$ cat config.mk
export PLATFORM = sky130hd
export DESIGN_NAME = cov_kernel_sched
export DESIGN_NICKNAME = d
export VERILOG_FILES = /design/src/rtl/cov_sched_pkg.sv /design/src/rtl/cov_rsp_fifo.sv /design/src/rtl/cov_kernel_sched.sv
export SDC_FILE = /design/constraint.sdc
export NUM_CORES = 1
export LEC_CHECK = 0
export CORE_MARGIN = 5
export CORE_UTILIZATION = 62
export DETAILED_ROUTE_END_ITERATION = 10
export PLACE_DENSITY_LB_ADDON = 0.2
export SYNTH_ARGS = -nofsm -noshare
export SYNTH_HDL_FRONTEND = slang
export SYNTH_SLANG_ARGS = --single-unit
$ cat constraint.sdc
create_clock -name clk -period 10 [get_ports clk]
set_input_delay 1.5 -clock clk [delete_from_list [all_inputs] [get_ports clk]]
set_output_delay 1.5 -clock clk [all_outputs]
set_load 0.02 [all_outputs]
$ cat src/rtl/cov_sched_pkg.sv
// Shared constants and helpers for the covariance-kernel scheduler.
package cov_sched_pkg;

    // Kernel pipeline depth assumed when the instantiator does not override it.
    localparam int KERN_LAT_DEFAULT = 4;

    // Number of fractional bits in the Q16 fixed-point format.
    localparam int Q16_FRAC_BITS = 16;

    // Width of the signed Q16 kernel result.
    localparam int ANS_WIDTH = 32;

    // Ceiling log2, used to confirm the requester ID width matches N_REQ.
    function automatic int clog2(input int value);
        int result;
        result = 0;
        for (int i = 0; i < 31; i++) begin
            if ((1 << i) < value) begin
                result = i + 1;
            end
        end
        return result;
    endfunction

    // A response entry is packed as {id, ans_q16}; this gives its width.
    function automatic int rsp_entry_width(input int id_width);
        return id_width + ANS_WIDTH;
    endfunction

    // Response entry layout for the default four-requester configuration.
    typedef struct packed {
        logic [1:0]           id;
        logic [ANS_WIDTH-1:0] ans_q16;
    } rsp_entry_default_t;

endpackage

$ cat src/rtl/cov_rsp_fifo.sv
// Registered (non fall-through) synchronous FIFO. The head entry is held in
// an output register that is preloaded from the RAM at the next read address,
// with a bypass for the entry being written when it becomes the new head.
module cov_rsp_fifo #(
    parameter int WIDTH = 34,
    parameter int DEPTH = 8,
    localparam int AW   = $clog2(DEPTH),
    localparam int CW   = $clog2(DEPTH + 1)
) (
    input  logic             clk,
    input  logic             rst,
    input  logic             push,
    input  logic [WIDTH-1:0] din,
    input  logic             pop,
    output logic [WIDTH-1:0] dout,
    output logic             full,
    output logic             empty,
    output logic [CW-1:0]    count
);

    localparam logic [CW-1:0] DEPTH_CNT = CW'(DEPTH);

    logic [WIDTH-1:0] mem [DEPTH];
    logic [AW-1:0]    wr_ptr_reg;
    logic [AW-1:0]    rd_ptr_reg;
    logic [AW-1:0]    rd_ptr_next;
    logic [CW-1:0]    count_reg;
    logic [CW-1:0]    count_next;
    logic [WIDTH-1:0] dout_reg;
    logic             do_push;
    logic             do_pop;

    assign do_pop  = pop && (count_reg != '0);
    // A write into a full FIFO is only accepted when the head leaves in the same cycle.
    assign do_push = push && ((count_reg != DEPTH_CNT) || do_pop);

    // Next occupancy and read address.
    always_comb begin
        count_next  = count_reg;
        rd_ptr_next = rd_ptr_reg;
        if (do_push && !do_pop) begin
            count_next = count_reg + 1'b1;
        end else if (!do_push && do_pop) begin
            count_next = count_reg - 1'b1;
        end
        if (do_pop) begin
            rd_ptr_next = rd_ptr_reg + 1'b1;
        end
    end

    // Storage array write port.
    always_ff @(posedge clk) begin
        if (do_push) begin
            mem[wr_ptr_reg] <= din;
        end
    end

    // Pointers, occupancy and the registered head entry.
    always_ff @(posedge clk) begin
        if (rst) begin
            wr_ptr_reg <= '0;
            rd_ptr_reg <= '0;
            count_reg  <= '0;
            dout_reg   <= '0;
        end else begin
            if (do_push) begin
                wr_ptr_reg <= wr_ptr_reg + 1'b1;
            end
            rd_ptr_reg <= rd_ptr_next;
            count_reg  <= count_next;
            if (count_next == '0) begin
                dout_reg <= '0;
            end else if (do_push && (wr_ptr_reg == rd_ptr_next)) begin
                dout_reg <= din;
            end else begin
                dout_reg <= mem[rd_ptr_next];
            end
        end
    end

    assign dout  = dout_reg;
    assign full  = (count_reg == DEPTH_CNT);
    assign empty = (count_reg == '0);
    assign count = count_reg;

endmodule

$ cat src/rtl/cov_kernel_sched.sv
// Shares one pipelined Q16 cubic covariance kernel among N_REQ requesters:
// round-robin arbitration, a tag pipe matched to the kernel latency, and a
// response FIFO whose space is reserved by credits at issue time so the
// kernel never has to stall.
module cov_kernel_sched
    import cov_sched_pkg::*;
#(
    parameter int N_REQ      = 4,
    parameter int DATA_WIDTH = 16,
    parameter int KERN_LAT   = KERN_LAT_DEFAULT,
    parameter int FIFO_DEPTH = 8,
    parameter int ID_WIDTH   = 2
) (
    input  logic                        clk,
    input  logic                        rst,
    input  logic                        en,
    input  logic [N_REQ-1:0]            req_valid,
    output logic [N_REQ-1:0]            req_ready,
    input  logic [N_REQ*DATA_WIDTH-1:0] req_r_q16,
    output logic [DATA_WIDTH-1:0]       kern_r_q16,
    input  logic [ANS_WIDTH-1:0]        kern_ans_q16,
    output logic                        rsp_valid,
    input  logic                        rsp_ready,
    output logic [ID_WIDTH-1:0]         rsp_id,
    output logic [ANS_WIDTH-1:0]        rsp_ans_q16,
    output logic                        idle,
    output logic [31:0]                 issue_cnt
);

    localparam int CNT_W   = $clog2(FIFO_DEPTH + 1);
    localparam int ENTRY_W = rsp_entry_width(ID_WIDTH);
    localparam logic [CNT_W-1:0]    CREDIT_MAX = CNT_W'(FIFO_DEPTH);
    localparam logic [ID_WIDTH-1:0] LAST_ID    = ID_WIDTH'(N_REQ - 1);

    if (ID_WIDTH != clog2(N_REQ)) begin : g_bad_id_width
        $error("cov_kernel_sched: ID_WIDTH must equal clog2(N_REQ)");
    end

    logic [ID_WIDTH-1:0]   ptr_reg;
    logic [ID_WIDTH-1:0]   ptr_next;
    logic [CNT_W-1:0]      count_reg;
    logic [CNT_W-1:0]      count_next;
    logic                  idle_reg;
    logic [31:0]           issue_cnt_reg;
    logic [DATA_WIDTH-1:0] req_op [N_REQ];
    logic                  grant_found;
    logic [ID_WIDTH-1:0]   grant_idx;
    logic [ID_WIDTH-1:0]   cand;
    logic                  issue;
    logic                  pop;
    logic                  pipe_valid_reg [KERN_LAT];
    logic [ID_WIDTH-1:0]   pipe_id_reg [KERN_LAT];
    logic                  fifo_full;
    logic                  fifo_empty;
    logic [CNT_W-1:0]      fifo_count;
    logic [ENTRY_W-1:0]    fifo_din;
    logic [ENTRY_W-1:0]    fifo_dout;
    logic                  unused_fifo_status;

    // Unpack the per-requester operands and drive the one-hot grant.
    for (genvar gi = 0; gi < N_REQ; gi++) begin : g_req
        assign req_op[gi]    = req_r_q16[gi*DATA_WIDTH +: DATA_WIDTH];
        assign req_ready[gi] = issue && (grant_idx == ID_WIDTH'(gi));
    end

    // Round-robin search: first valid requester at or after the pointer, wrapping.
    always_comb begin
        grant_found = 1'b0;
        grant_idx   = '0;
        cand        = '0;
        for (int k = 0; k < N_REQ; k++) begin
            if (int'(ptr_reg) + k >= N_REQ) begin
                cand = ID_WIDTH'(int'(ptr_reg) + k - N_REQ);
            end else begin
                cand = ID_WIDTH'(int'(ptr_reg) + k);
            end
            if (!grant_found && req_valid[cand]) begin
                grant_found = 1'b1;
                grant_idx   = cand;
            end
        end
    end

    // Issue only from the registered credit count, keeping rsp_ready off the grant path.
    assign issue      = !rst && en && (count_reg < CREDIT_MAX) && grant_found;
    assign ptr_next   = (grant_idx == LAST_ID) ? '0 : grant_idx + 1'b1;
    assign kern_r_q16 = issue ? req_op[grant_idx] : '0;

    assign rsp_valid = !fifo_empty;
    assign pop       = rsp_valid && rsp_ready;

    // Credits cover both in-flight kernel work and buffered responses.
    always_comb begin
        count_next = count_reg;
        if (issue && !pop) begin
            count_next = count_reg + 1'b1;
        end else if (!issue && pop) begin
            count_next = count_reg - 1'b1;
        end
    end

    // Arbiter pointer, credit count, idle flag and issue counter.
    always_ff @(posedge clk) begin
        if (rst) begin
            ptr_reg       <= '0;
            count_reg     <= '0;
            idle_reg      <= 1'b1;
            issue_cnt_reg <= '0;
        end else begin
            if (issue) begin
                ptr_reg       <= ptr_next;
                issue_cnt_reg <= issue_cnt_reg + 32'd1;
            end
            count_reg <= count_next;
            idle_reg  <= (count_next == '0);
        end
    end

    // First tag stage captures the issue of this cycle.
    always_ff @(posedge clk) begin
        if (rst) begin
            pipe_valid_reg[0] <= 1'b0;
            pipe_id_reg[0]    <= '0;
        end else begin
            pipe_valid_reg[0] <= issue;
            pipe_id_reg[0]    <= grant_idx;
        end
    end

    // Remaining tag stages shift unconditionally, mirroring the kernel pipeline.
    for (genvar gi = 1; gi < KERN_LAT; gi++) begin : g_pipe
        always_ff @(posedge clk) begin
            if (rst) begin
                pipe_valid_reg[gi] <= 1'b0;
                pipe_id_reg[gi]    <= '0;
            end else begin
                pipe_valid_reg[gi] <= pipe_valid_reg[gi-1];
                pipe_id_reg[gi]    <= pipe_id_reg[gi-1];
            end
        end
    end

    assign fifo_din = {pipe_id_reg[KERN_LAT-1], kern_ans_q16};

    cov_rsp_fifo #(
        .WIDTH (ENTRY_W),
        .DEPTH (FIFO_DEPTH)
    ) u_fifo (
        .clk   (clk),
        .rst   (rst),
        .push  (pipe_valid_reg[KERN_LAT-1]),
        .din   (fifo_din),
        .pop   (pop),
        .dout  (fifo_dout),
        .full  (fifo_full),
        .empty (fifo_empty),
        .count (fifo_count)
    );

    // Credits already bound occupancy, so the FIFO status flags are informational only.
    assign unused_fifo_status = ^{fifo_full, fifo_count};

    assign rsp_id      = fifo_dout[ENTRY_W-1 -: ID_WIDTH];
    assign rsp_ans_q16 = fifo_dout[ANS_WIDTH-1:0];
    assign idle        = idle_reg;
    assign issue_cnt   = issue_cnt_reg;

endmodule

Word level (Yosys, flattened, before mapping)
Memories as Yosys holds them, arrays and structs flattened. A register that Yosys moved wholly into a read port is not among the register bits. Index checks and enable logic that the tools add are counted.

Memories kept: 3. Flip-flop bits (word level): 49. Output and inout bits: 88. Logic and storage cells: 124. RAM bits: 284. Input port bits: 104.

Muxes and demuxes: 43. Bitwise gates (word level): 9. Reductions and logical operators: 33. Magnitude comparators: 10. Eq/ne operators: 4. $add $sub $neg: 15.

Memory list: u_fifo.mem (words 8, width 34, rd ports 1, clocked after memory_dff 1, write ports 1, line cov_rsp_fifo.sv:23) `logic [WIDTH-1:0] mem [DEPTH];`; pipe_id_reg (words 4, width 2, rd ports 4, clocked after memory_dff 0, write ports 4, line cov_kernel_sched.sv:52) `logic [ID_WIDTH-1:0] pipe_id_reg [KERN_LAT];`; pipe_valid_reg (words 4, width 1, rd ports 4, clocked after memory_dff 0, write ports 4, line cov_kernel_sched.sv:51) `logic pipe_valid_reg [KERN_LAT];`.

Operators by type and width (number): 16-bit 2-to-1 mux (3); 32-bit by 1-bit adder with 32-bit output (second input constant) (1); 16-bit binary-select mux with 2-bit select (1); 2-bit 2-to-1 mux (13); 1-bit logical AND (17); 1-bit 2-to-1 mux (17); 4-bit 2-to-1 mux (4); 3-bit greater-or-equal comparator (second input constant) (4); 4-bit zero test (3); 2-bit by 3-bit < comparator with 1-bit output (second input constant) (4); 1-bit zero test (9); 4-bit by 1-bit adder with 4-bit output (second input constant) (2); 1-bit binary-select mux with 2-bit select (4); 1-bit OR (8); 2-bit by 1-bit subtractor with 2-bit output (second input constant) (4); 4-bit by 1-bit subtractor with 4-bit output (second input constant) (2); 2-bit by 2-bit adder with 3-bit output (second input constant) (2); 3-bit by 1-bit adder with 3-bit output (second input constant) (2); 2-bit equality test (second input constant) (2); 4-bit < comparator (second input constant) (1); 4-bit inequality test (second input constant) (1); 4-bit nonzero test (1); 2-bit by 1-bit adder with 3-bit output (second input constant) (1); 2-bit by 3-bit greater-or-equal comparator with 1-bit output (second input constant) (1); 7 further kinds (7).

Depth between registers and ports, before layout
Gate-level depths: netlist of the first run.

Depth in word-level cells: 20. Mapped depth: 11. Gate-level depth less buffers: 8.

Hierarchy
Synthesis of the first run repeated with hierarchy kept, for this count alone.

Cell total of the unflattened synthesis: 1519. Area, all modules: 17942.2 sq um.

By module, submodules not included: cov_rsp_fifo (area each 15107.0 sq um, instances 1, cells an instance 1188, sequential area each 9048.7 sq um); cov_kernel_sched (area each 2835.2 sq um, instances 1, cells an instance 331, sequential area each 1021.0 sq um).

Worst setup path before layout of the first run
No wires, ideal clock.

Kind: input to register. Start: in rsp_ready. End: mem u_fifo.mem[2][0] (enable). Setup time: 523 ps. Cell stages on the path: 5. Data required time: 9477 ps. Data arrival time: 5841 ps. Buffers on the path: 2. Slack: 3636 ps. Path through: clkbuf_1 -> nand2b_1 -> o21ai_1 -> clkbuf_1 -> nor4b_1.

Word-level cells in the longest chain between the ends: 6.

RTL lines: start: declaration (line cov_kernel_sched.sv:23) `input logic rsp_ready,`; 1-bit logical AND (line cov_kernel_sched.sv:90) `assign pop = rsp_valid && rsp_ready;`; 1-bit logical AND (line cov_rsp_fifo.sv:33) `assign do_pop = pop && (count_reg != '0);`; 1-bit logical OR (line cov_rsp_fifo.sv:35) `assign do_push = push && ((count_reg != DEPTH_CNT) || do_pop);`; 1-bit logical AND (line cov_rsp_fifo.sv:35); 1-bit 2-to-1 mux (line cov_rsp_fifo.sv:53) `if (do_push) begin`; 1-bit 2-to-1 mux (implied by the code) (line cov_rsp_fifo.sv:54) `mem[wr_ptr_reg] <= din;`; end: declaration (line cov_rsp_fifo.sv:23).

No other way between the ends.

Final worst setup path of the first run
Start: in en. End: out kern_r_q16[5].

Word-level cells in the longest chain between the ends: 4.

RTL lines: start: declaration (line cov_kernel_sched.sv:16) `input logic en,`; 1-bit logical AND (3 in series) (line cov_kernel_sched.sv:85) `assign issue = !rst && en && (count_reg < CREDIT_MAX) && grant_found;`; 16-bit 2-to-1 mux (line cov_kernel_sched.sv:87) `assign kern_r_q16 = issue ? req_op[grant_idx] : '0;`; end: declaration (line cov_kernel_sched.sv:20) `output logic [DATA_WIDTH-1:0] kern_r_q16,`.

No other way between the ends.

==> impl_results.md, run 1 <==
- Die ar.: 32600 um^2
- Worst EP required: around 8.5 ns
- Slew HR: around 19%
- RR Endpoint: u_fifo.dout[17]
- Crit path time final: 6.24 ns
- CTS tree: yes
- Routed wire length: 46400 um
- Core ar.: ~29000 um^2
- Synth area leaders: edfxtp_1, dfxtp_1, mux2i_1
- Post-Synth Adder-Cell Area: 0.762%
- Post-synth top area cell: edfxtp_1
- Gr usage total: approximately 28%
- Iter 0 DRT Violations: roughly 1100
- Commonest non-fill, non-tap cells in the layout: edfxtp_1, clkdlybuf4s50_1, nor2b_1
- CTS Buf Count: 36
- Die X: 181 um
- Hold Path Stages: 1
- Seq/Total Area, Yosys: 55.8%
- Largest net degree at the start of global routing: 112
- CTS-repair resized insts: 0
- Hpwl dp: between 20000 and 30000 um
- Worst-Margin Slew: 1.21 ns
- Mapped cell area: 18100 um^2
- Switching part of the total power: 34.7%
- Final #Nets: approximately 1800
- Layout area overhead: 19.4%
- Port bufs: about 190
- Synth Area in Simple Gates: 12.0%
- Routed WL per cell: roughly 23 um
- Die H: between 150 and 200 um
- Leading cell type in the layout, fill and taps excluded: edfxtp_1
- Initial antenna violation count: 0
- VDD IR max: roughly 0.25 mV
- Synth Area in XOR/XNOR: 1.75%
- Predominant post-synthesis flop cell: edfxtp_1
- Remaining antenna violation count: 0
- P_int: 3.29 mW
- Async S/R FF share, synth: 0%
- Routed vias: 13622
- Fillcell total: 1828
- Max cap viols: 0
- Vias in the first global route: 13803
- Worst hold path startpoint: pipe_valid_reg[1]
- Hold Buf Count CTS: 0
- Clock-pin slew on the worst setup and hold paths: roughly 0.06 ns
- Min-Delay Endpoint: pipe_valid_reg[2]
- Period utilisation layout: 62.4%
- Post-CTS Setup Repair Bufs: 0
- Hold WC Path Type: flip-flop to flip-flop
- Diode count: 0
- Crit-path max FO: 17
- Final hold slack: 0.438 ns
- Fmax: 160 MHz
- Largest register FFs: 272
- Seq cells post-synth: ~370
- First-pass GRT wire length: 72800 um
- CTS H-tree lvls: 2
- Clock Latency Late Sink: 0.52 ns
- Leak: between 6 and 7 nW
- Setup TNS: 0 ns
- Setup Skew: 0.0168 ns
- Setup violations, final: 0
- Root Buffer: clkbuf_16
- R2R setup slack: approximately 5.7 ns
- I/O Pins: ~190
- Syn_area_per_cell: 11.9 um^2
- Met2 wire len: 22800 um
- Global route overflow: 0
- Number of flops mapped to enable cells by yosys: approximately 270
- Starting Density: a little over three fifths
- Clock Tree Buf Depth: 3
- Max Used Layer: met4
- Arrival time at the worst endpoint: ~4.7 ns
- Final Hold Vio Count: 0
- WL met1: 17800 um
- Setup crit end kind: output port
- Worst r2r src: u_fifo.count[1]
- TritonRoute pass-1 iters: 7
- Reg2Reg Depth: 9
- Psw: 1.75 mW
- RD Place Congestion: 0.817
- Kind of critical path: primary input to output port
- Compound-gate portion of the synthesized area: 16.6%
- Slew Limit Fails: 0
- Largest family of logic cells by synthesized area: compound AO/OA/AOI/OAI gates
- Power per cell area: 233 nW/um^2
- Metal3 WL: 4320 um
- Post-synthesis cell type count: between 50 and 60
- Cell Rows: just over 60
- Combinational fraction of design power: 36.1%
- Synth top area share: roughly 45%
- Sequential Power Share: 35.3%
- Outcome: complete, no violations
- CTS sink count: 367
- Mapped Cells: 1513
- Startpoint types: primary input
- Syn nets: 1628
- Routed vias/inst: roughly 6.6
- Multiplexer share of the synthesized area: 9.83%
- Drc violations: 0
- Clock share of power: about 29%
- Layout cell share with drive strength beyond 1: 11.0%
- Unrepaired setup endpoints after global routing: false
- Yosys synthesis warning count: 0
critical path, cell delays in order:
cell             delay [ns]
clkdlybuf4s50_1        0.50
nor3b_1                0.49
nand2_1                0.25
inv_1                  0.37
nand2_1                0.47
o22ai_1                0.45
clkdlybuf4s50_1        0.69
power by group through the flow:
stage               Sequential, mW  Combinational [mW]  Clock [mW]
detailed placement            1.81                1.78           0
floorplan                     1.86                1.17           0
CTS                           1.78                1.80        1.45
global route                  1.78                1.94        1.52
finish                        1.78                1.81        1.44
global placement              1.81                1.75           0
logic make-up (layout without fill, tap and decap cells):
| logic type | after synthesis | in the layout |
|---|---|---|
| AOI/OAI and AO/OA | 396 | 396 |
| xor gates and xnor gates | 36 | 36 |
| adders and majority gates | 11 | 11 |
| buffers and inverters | 151 | 305 |
| DFF | 367 | 367 |
| muxes | 173 | 173 |
| and+or+nand+nor | 379 | 379 |
metal layers:
layer  vias up  global-route usage [%]
li1       6156                       -
met1      6657                    34.2
met2       694                    47.4
met3       115                    6.44
met4         0                    9.59
met5         -                       0
cells in the mapped netlist, drive strengths merged, types with 2 or more instances:
| library cell | instances |
|---|---|
| a211oi | 138 |
| edfxtp | 272 |
| nor4b | 6 |
| inv | 15 |
| a21boi | 3 |
| buf | 29 |
| nor2b | 152 |
| and3 | 5 |
| dfxtp | 95 |
| ha | 11 |
| nor4 | 38 |
| o32ai | 33 |
| nand3 | 44 |
| nor2 | 50 |
| mux2 | 34 |
| o22ai | 19 |
| clkbuf | 107 |
| a21oi | 79 |
| a221oi | 37 |
| a2111oi | 33 |
| and4 | 8 |
| xnor2 | 14 |
| and2 | 4 |
| nand4 | 8 |
| o21ai | 43 |
| or3 | 7 |
| nor4bb | 2 |
| nor3b | 5 |
| xor2 | 22 |
| mux2i | 139 |
| nand2 | 34 |
| nor3 | 7 |
| nand2b | 5 |
final cells by class:
cell class,instances,area (um^2),share of cell area [%]
Clock inverter,21,259,1.20
Multi-Input combinational cell,995,7510,34.9
Inverter,15,56.3,0.261
Tap cell,384,480,2.23
Clock buffer,45,1020,4.73
Sequential cell,367,10100,46.7
Timing Repair Buffer,224,2150,9.98
per-stage QoR:
stage | instances | util [%] | instance area [um^2] | power [mW] | worst slack, ns
2_1_floorplan | 1513 | - | 18100 | 3.03 | 3.64
3_3_place_gp | 1985 | 70.6 | 20300 | 3.55 | 3.77
3_5_place_dp | 1985 | 70.6 | 20300 | 3.59 | 3.71
4_1_cts | 2051 | 75.1 | 21600 | 5.02 | 3.69
5_1_grt | 2051 | 75.1 | 21600 | 5.24 | 3.45
6_report | 2051 | 75.1 | 21600 | 5.03 | 3.76
worst max path at each step:
| stage | endpoint | from | cells past startpoint | slack (ns) |
|---|---|---|---|---|
| after global placement | kern_r_q16[5] | en | 7 | 3.77 |
| after detailed placement | kern_r_q16[5] | en | 7 | 3.71 |
| after global routing | kern_r_q16[5] | en | 7 | 3.45 |
| final | kern_r_q16[5] | en | 7 | 3.76 |
| after CTS | kern_r_q16[5] | en | 7 | 3.69 |
| after floorplan | u_fifo.mem[2][0] | rsp_ready | 5 | 3.64 |
No activity file was read; power rests on OpenSTA's default activity.
==> run 2, diff against run 1 <==
--- a/config.mk
+++ b/config.mk
@@ -6,7 +6,7 @@
 export NUM_CORES = 1
 export LEC_CHECK = 0
 export CORE_MARGIN = 5
-export CORE_UTILIZATION = 62
+export CORE_UTILIZATION = 52
 export DETAILED_ROUTE_END_ITERATION = 10
 export PLACE_DENSITY_LB_ADDON = 0.2
 export SYNTH_ARGS = -nofsm -noshare
==> constraint.sdc (replaced) <==
create_clock -name clk -period 5.3 [get_ports clk]
set_input_delay 0.795 -clock clk [delete_from_list [all_inputs] [get_ports clk]]
set_output_delay 0.795 -clock clk [all_outputs]
set_load 0.02 [all_outputs]
==> run 2 against run 1 <==
Count of clock-buffer cells in the layout rose by 12. Sequential share of layout area is 0.15 points lower. Combinational power grew 91%. Non-clock buffer count is 3 lower. Worst setup slack got worse by 3.1 ns. Worst hold slack got worse by 0.0029 ns. Critical path depth unchanged. Via count is 3.0% lower. Sequential power increased by 88%. Clock power rose by 77%. Cell area up 0.32%. Routed wire length decreased by 0.24%. Critical endpoint is now kern_r_q16[14].
==> impl_results.md, run 2 (synthesis results as in run 1) <==
- Root Buffer: clkbuf_16
- Hold Buf Count CTS: 0
- Routed wire length: between 40000 and 50000 um
- First-pass GRT wire length: 72000 um
- Arrival time at the worst endpoint: 3.88 ns
- Crit-path max FO: 17
- Setup Skew: 0.0112 ns
- Setup violations, final: 0
- CP peak stage delay: 0.64 ns
- Period utilisation layout: 88.2%
- CTS H-tree lvls: 2
- Leak: 6.89 nW
- Global route overflow: 0
- Drc violations: 0
- Startpoint types: primary input
- Max cap viols: 0
- Iter 0 DRT Violations: 1076
- R2R setup slack: between 1 and 1.5 ns
- CP delay by family, top: buffers and inverters
- Crit path time final: around 4.7 ns
- Cell Rows: about 70
- Unrepaired setup endpoints after global routing: false
- Vias in the first global route: 13338
- Cells after DPL: a little over 2000
- RD Place Congestion: roughly 0.8
- Port bufs: 191
- CTS sink count: 367
- Layout area overhead: 19.8%
- CTS Buf Count: 39
- Crit path max-delay cell type: clkdlybuf4s50_1
- Hpwl dp: 27000 um
- Slew HR: 27.0%
- Post-Layout Cell Count: between 2000 and 2500
- Setup crit end kind: output port
- Outcome: complete, no violations
- Die H: 196 um
- Clock-pin slew on the worst setup and hold paths: 0.06 ns
- Setup TNS: 0 ns
- Routed WL per cell: 21.8 um
- Critical path buffers and inverters: 3
- Clock Latency Late Sink: 0.52 ns
- Largest net degree at the start of global routing: 239
- Largest register FFs: around 270
- Fmax: 214 MHz
- Remaining antenna violation count: 0
- Die ar.: 38500 um^2
- Initial antenna violation count: 1
- Slew Limit Fails: 0
- Core ar.: about 34000 um^2
- I/O Pins: 192
- Worst EP required: 4.51 ns
- CTS-repair resized insts: 0
- Commonest non-fill, non-tap cells in the layout: edfxtp_1, clkdlybuf4s50_1, nor2b_1
- Gr usage total: 23.2%
- CTS tree: yes
- Diode count: 0
- Layout cell share with drive strength beyond 1: roughly 11%
- CP cell instances: clkdlybuf4s50_1, nor3b_1, nand2_1, inv_1, nand2_1, o22ai_1, clkdlybuf4s50_1
- Kind of critical path: primary input to output port
- Worst-Margin Slew: 1.09 ns
- Hold WC Path Type: flip-flop to flip-flop
- Post-CTS Setup Repair Bufs: 0
- Clock Tree Buf Depth: 3
- Die X: 196 um
- Final Hold Vio Count: 0
- Power per cell area: 432 nW/um^2
- Routed vias: between 10000 and 15000
- Final #Nets: ~1800
- TritonRoute pass-1 iters: 5
- Starting Density: between 50% and 60%
- Leading cell type in the layout, fill and taps excluded: edfxtp_1
- VDD IR max: 0.526 mV
- Routed vias/inst: 6.22
## run 2: changes by cell type in the layout (fill, tap and decap cells not counted), moves of 2 or more
cell       before  now
inv_6           2    0
buf_12          0    3
bufinv_16       6    0
clkbuf_1        4   12
clkbuf_16      39   42
nor4b_4         1    3
nor4b_2         2    0
buf_4          34   28
## run 2: cell type report
type | instances | area (um^2)
timing repair buffer | 221 | 2170
fill | 2608 | 12700
inverter | 15 | 56.3
clock buffer | 57 | 1140
multi-input combinational | 995 | 7550
sequential | 367 | 10100
tap | 455 | 569
clock inverter | 13 | 65.1
## run 2: report_power, final
group          switching, mW  total, mW  internal [mW]
clock                   1.06       2.55           1.49
sequential            0.0965       3.34           3.24
combinational           2.12       3.45           1.33
## run 2: final timing paths
path,cells past startpoint,to,start
worst max register to register,8,u_fifo.dout[12],u_fifo.count[1]
worst min register to register,1,pipe_valid_reg[3],pipe_valid_reg[2]
worst max-delay path,7,kern_r_q16[14],en
worst min-delay path,1,pipe_valid_reg[3],pipe_valid_reg[2]
## run 2: per-layer routing
layer,routed length [um],GRT usage [%],up-vias
met5,13,0,-
met4,1210,7.14,2
met3,3460,5.21,91
met2,22800,39.8,486
met1,18800,29.6,6460
li1,-,-,6172
## run 2: stage by stage
step	hold slack (ns)	instance area [um^2]	total power [mW]	setup WS (ns)	utilization (%)
2_1_floorplan	0.414	18100	5.73	0.488	-
3_3_place_gp	0.419	20400	6.78	0.771	59.4
3_5_place_dp	0.424	20400	6.83	0.606	59.4
4_1_cts	0.438	21600	9.38	0.588	62.9
5_1_grt	0.456	21600	9.78	0.283	62.9
6_report	0.435	21600	9.34	0.625	62.9
==> run 3, diff against run 2 <==
--- a/config.mk
+++ b/config.mk
@@ -5,10 +5,12 @@
 export SDC_FILE = /design/constraint.sdc
 export NUM_CORES = 1
 export LEC_CHECK = 0
+export CORE_ASPECT_RATIO = 0.5
 export CORE_MARGIN = 5
 export CORE_UTILIZATION = 52
 export DETAILED_ROUTE_END_ITERATION = 10
 export PLACE_DENSITY_LB_ADDON = 0.2
+export SETUP_SLACK_MARGIN = 0.4
 export SYNTH_ARGS = -nofsm -noshare
 export SYNTH_HDL_FRONTEND = slang
 export SYNTH_SLANG_ARGS = --single-unit
==> run 3 against run 2 <==
Worst hold slack got worse by 0.0011 ns. Die area increased by 0.59%. Core utilization about the same. Sequential share of layout area about the same. Highest routed layer is now met4. Combinational power increased by 1%. Flip-flop and latch count unchanged. Routed wire length increased by 5.3%. Critical path depth unchanged. Largest power group unchanged. Critical path type unchanged. Non-clock buffer count decreased by 3. Clock power decreased by 3%. Sequential power about the same. First-iteration DRC count increased by 17%.
==> impl_results.md, run 3 (synthesis results as in run 1) <==
- Routed vias: 13533
- Worst setup path startpoint: en
- Outcome: complete, no violations
- Largest net degree at the start of global routing: between 200 and 250
- Iter 0 DRT Violations: 1255
- Commonest non-fill, non-tap cells in the layout: edfxtp_1, clkdlybuf4s50_1, nor2b_1
- Largest register FFs: 272
- Power per cell area: about 430 nW/um^2
- Hold Path Stages: 1
- Cell Rows: between 40 and 50
- Layout cell share with drive strength beyond 1: 10.4%
- Final hold slack: approximately 0.43 ns
- Crit-path max FO: 16
- Drc violations: 0
- Hold WC Path Type: flip-flop to flip-flop
- Die H: roughly 140 um
- Slew Limit Fails: 0
- TritonRoute pass-1 iters: 5
- Cell Area, Placed: 20500 um^2
- CTS Buf Count: 35
- Starting Density: 52.6%
- Leak: 6.86 nW
- Clock-pin slew on the worst setup and hold paths: 0.07 ns
- Die ar.: 38800 um^2
- Remaining antenna violation count: 0
- CTS H-tree lvls: 2
- Min-Delay Endpoint: pipe_valid_reg[3]
- Setup Skew: 0.0152 ns
- Port bufs: 191
- VDD IR max: between 0.4 and 0.5 mV
- Worst hold path startpoint: pipe_valid_reg[2]
- Routed vias/inst: 6.34
- Die X: 274 um
- Setup crit end kind: output port
- Core ar.: 34400 um^2
- RR Endpoint: u_fifo.dout[13]
- Global route overflow: 0
- Root Buffer: clkbuf_16
- Post-route cell area: between 20000 and 25000 um^2
- Final #Nets: 1747
- Unrepaired setup endpoints after global routing: false
- Layout area overhead: 19.7%
- Startpoint types: primary input
- Routed wire length: ~49000 um
- Hpwl dp: around 28000 um
- Clock Tree Buf Depth: 3
- Crit path time final: 4.58 ns
- Reg2Reg Depth: 8
- Worst-Margin Slew: about 1.1 ns
- Setup TNS: 0 ns
- Period utilisation layout: 86.5%
- I/O Pins: 192
- Leading cell type in the layout, fill and taps excluded: edfxtp_1
- CTS tree: yes
- CTS sink count: around 370
- Worst EP required: 4.51 ns
- Arrival time at the worst endpoint: 3.79 ns
- R2R setup slack: ~1.3 ns
- Slew HR: 24.8%
- Initial antenna violation count: 1
- First-pass GRT wire length: 75000 um
- Gr usage total: 24.4%
- Kind of critical path: primary input to output port
- Fmax: 218 MHz
- Fillcell total: 2618
- RD Place Congestion: 0.879
- Worst r2r src: u_fifo.count[1]
- Vias in the first global route: roughly 14000
- Final Hold Vio Count: 0
- Routed WL per cell: 22.9 um
- Clock Latency Late Sink: 0.53 ns
- Max cap viols: 0
- Setup violations, final: 0
## run 3: cell type report
cell class | instances | area, um^2 | area share (%)
Clock inverter | 20 | 165 | 0.764
Multi-Input combinational cell | 995 | 7560 | 35.0
Sequential cell | 367 | 10100 | 46.6
Inverter | 15 | 56.3 | 0.260
Tap cell | 475 | 594 | 2.75
Clock buffer | 43 | 958 | 4.43
Timing Repair Buffer | 218 | 2210 | 10.2
Antenna cell | 1 | 2.50 | 0.0116
## run 3: worst max-delay path by stage
stage               slack (ns)                to
floorplan                 0.49  u_fifo.mem[6][0]
global placement          0.61     kern_r_q16[4]
detailed placement        0.50     kern_r_q16[4]
CTS                       0.51     kern_r_q16[4]
global route              0.42     kern_r_q16[4]
finish                    0.72     kern_r_q16[4]
## run 3: through the flow
| stage | std cells | worst slack [ns] | total power [mW] | utilization [%] |
|---|---|---|---|---|
| after global placement | 2070 | 0.613 | 6.76 | 59.6 |
| final | 2134 | 0.717 | 9.31 | 62.9 |
| after global routing | 2134 | 0.418 | 9.72 | 62.9 |
| after floorplan | 1513 | 0.488 | 5.73 | - |
| after detailed placement | 2070 | 0.505 | 6.85 | 59.6 |
| after CTS | 2133 | 0.514 | 9.32 | 62.9 |
## run 3: per-layer routing
layer / vias to the layer above / global-route usage [%] / part of all wire (%)
met2: 547 / 42.7 / 50
li1: 6160 / - / -
met4: 0 / 9.02 / 2.7
met1: 6733 / 29.9 / 40
met3: 93 / 5.54 / 7.4
met5: - / 0 / 0
## run 3: what timing repair did
| action | in CTS | in global routing |
|---|---|---|
| endpoints found under the setup margin | 0 | 16 |
| setup buffers | 0 | 0 |
| resized for setup | 0 | 2 |
| hold buffers | 0 | 0 |
## run 3: power by group
part | switching [mW] | internal [mW]
Sequential | 0.101 | 3.24
Combinational | 2.15 | 1.34
Clock | 1.05 | 1.43
## run 3: critical path: stages
cell	delay (ns)
clkdlybuf4s50_1	0.48
nor3b_2	0.33
nand2_1	0.21
inv_1	0.37
nand2_1	0.45
o22ai_1	0.46
clkdlybuf4s50_1	0.69
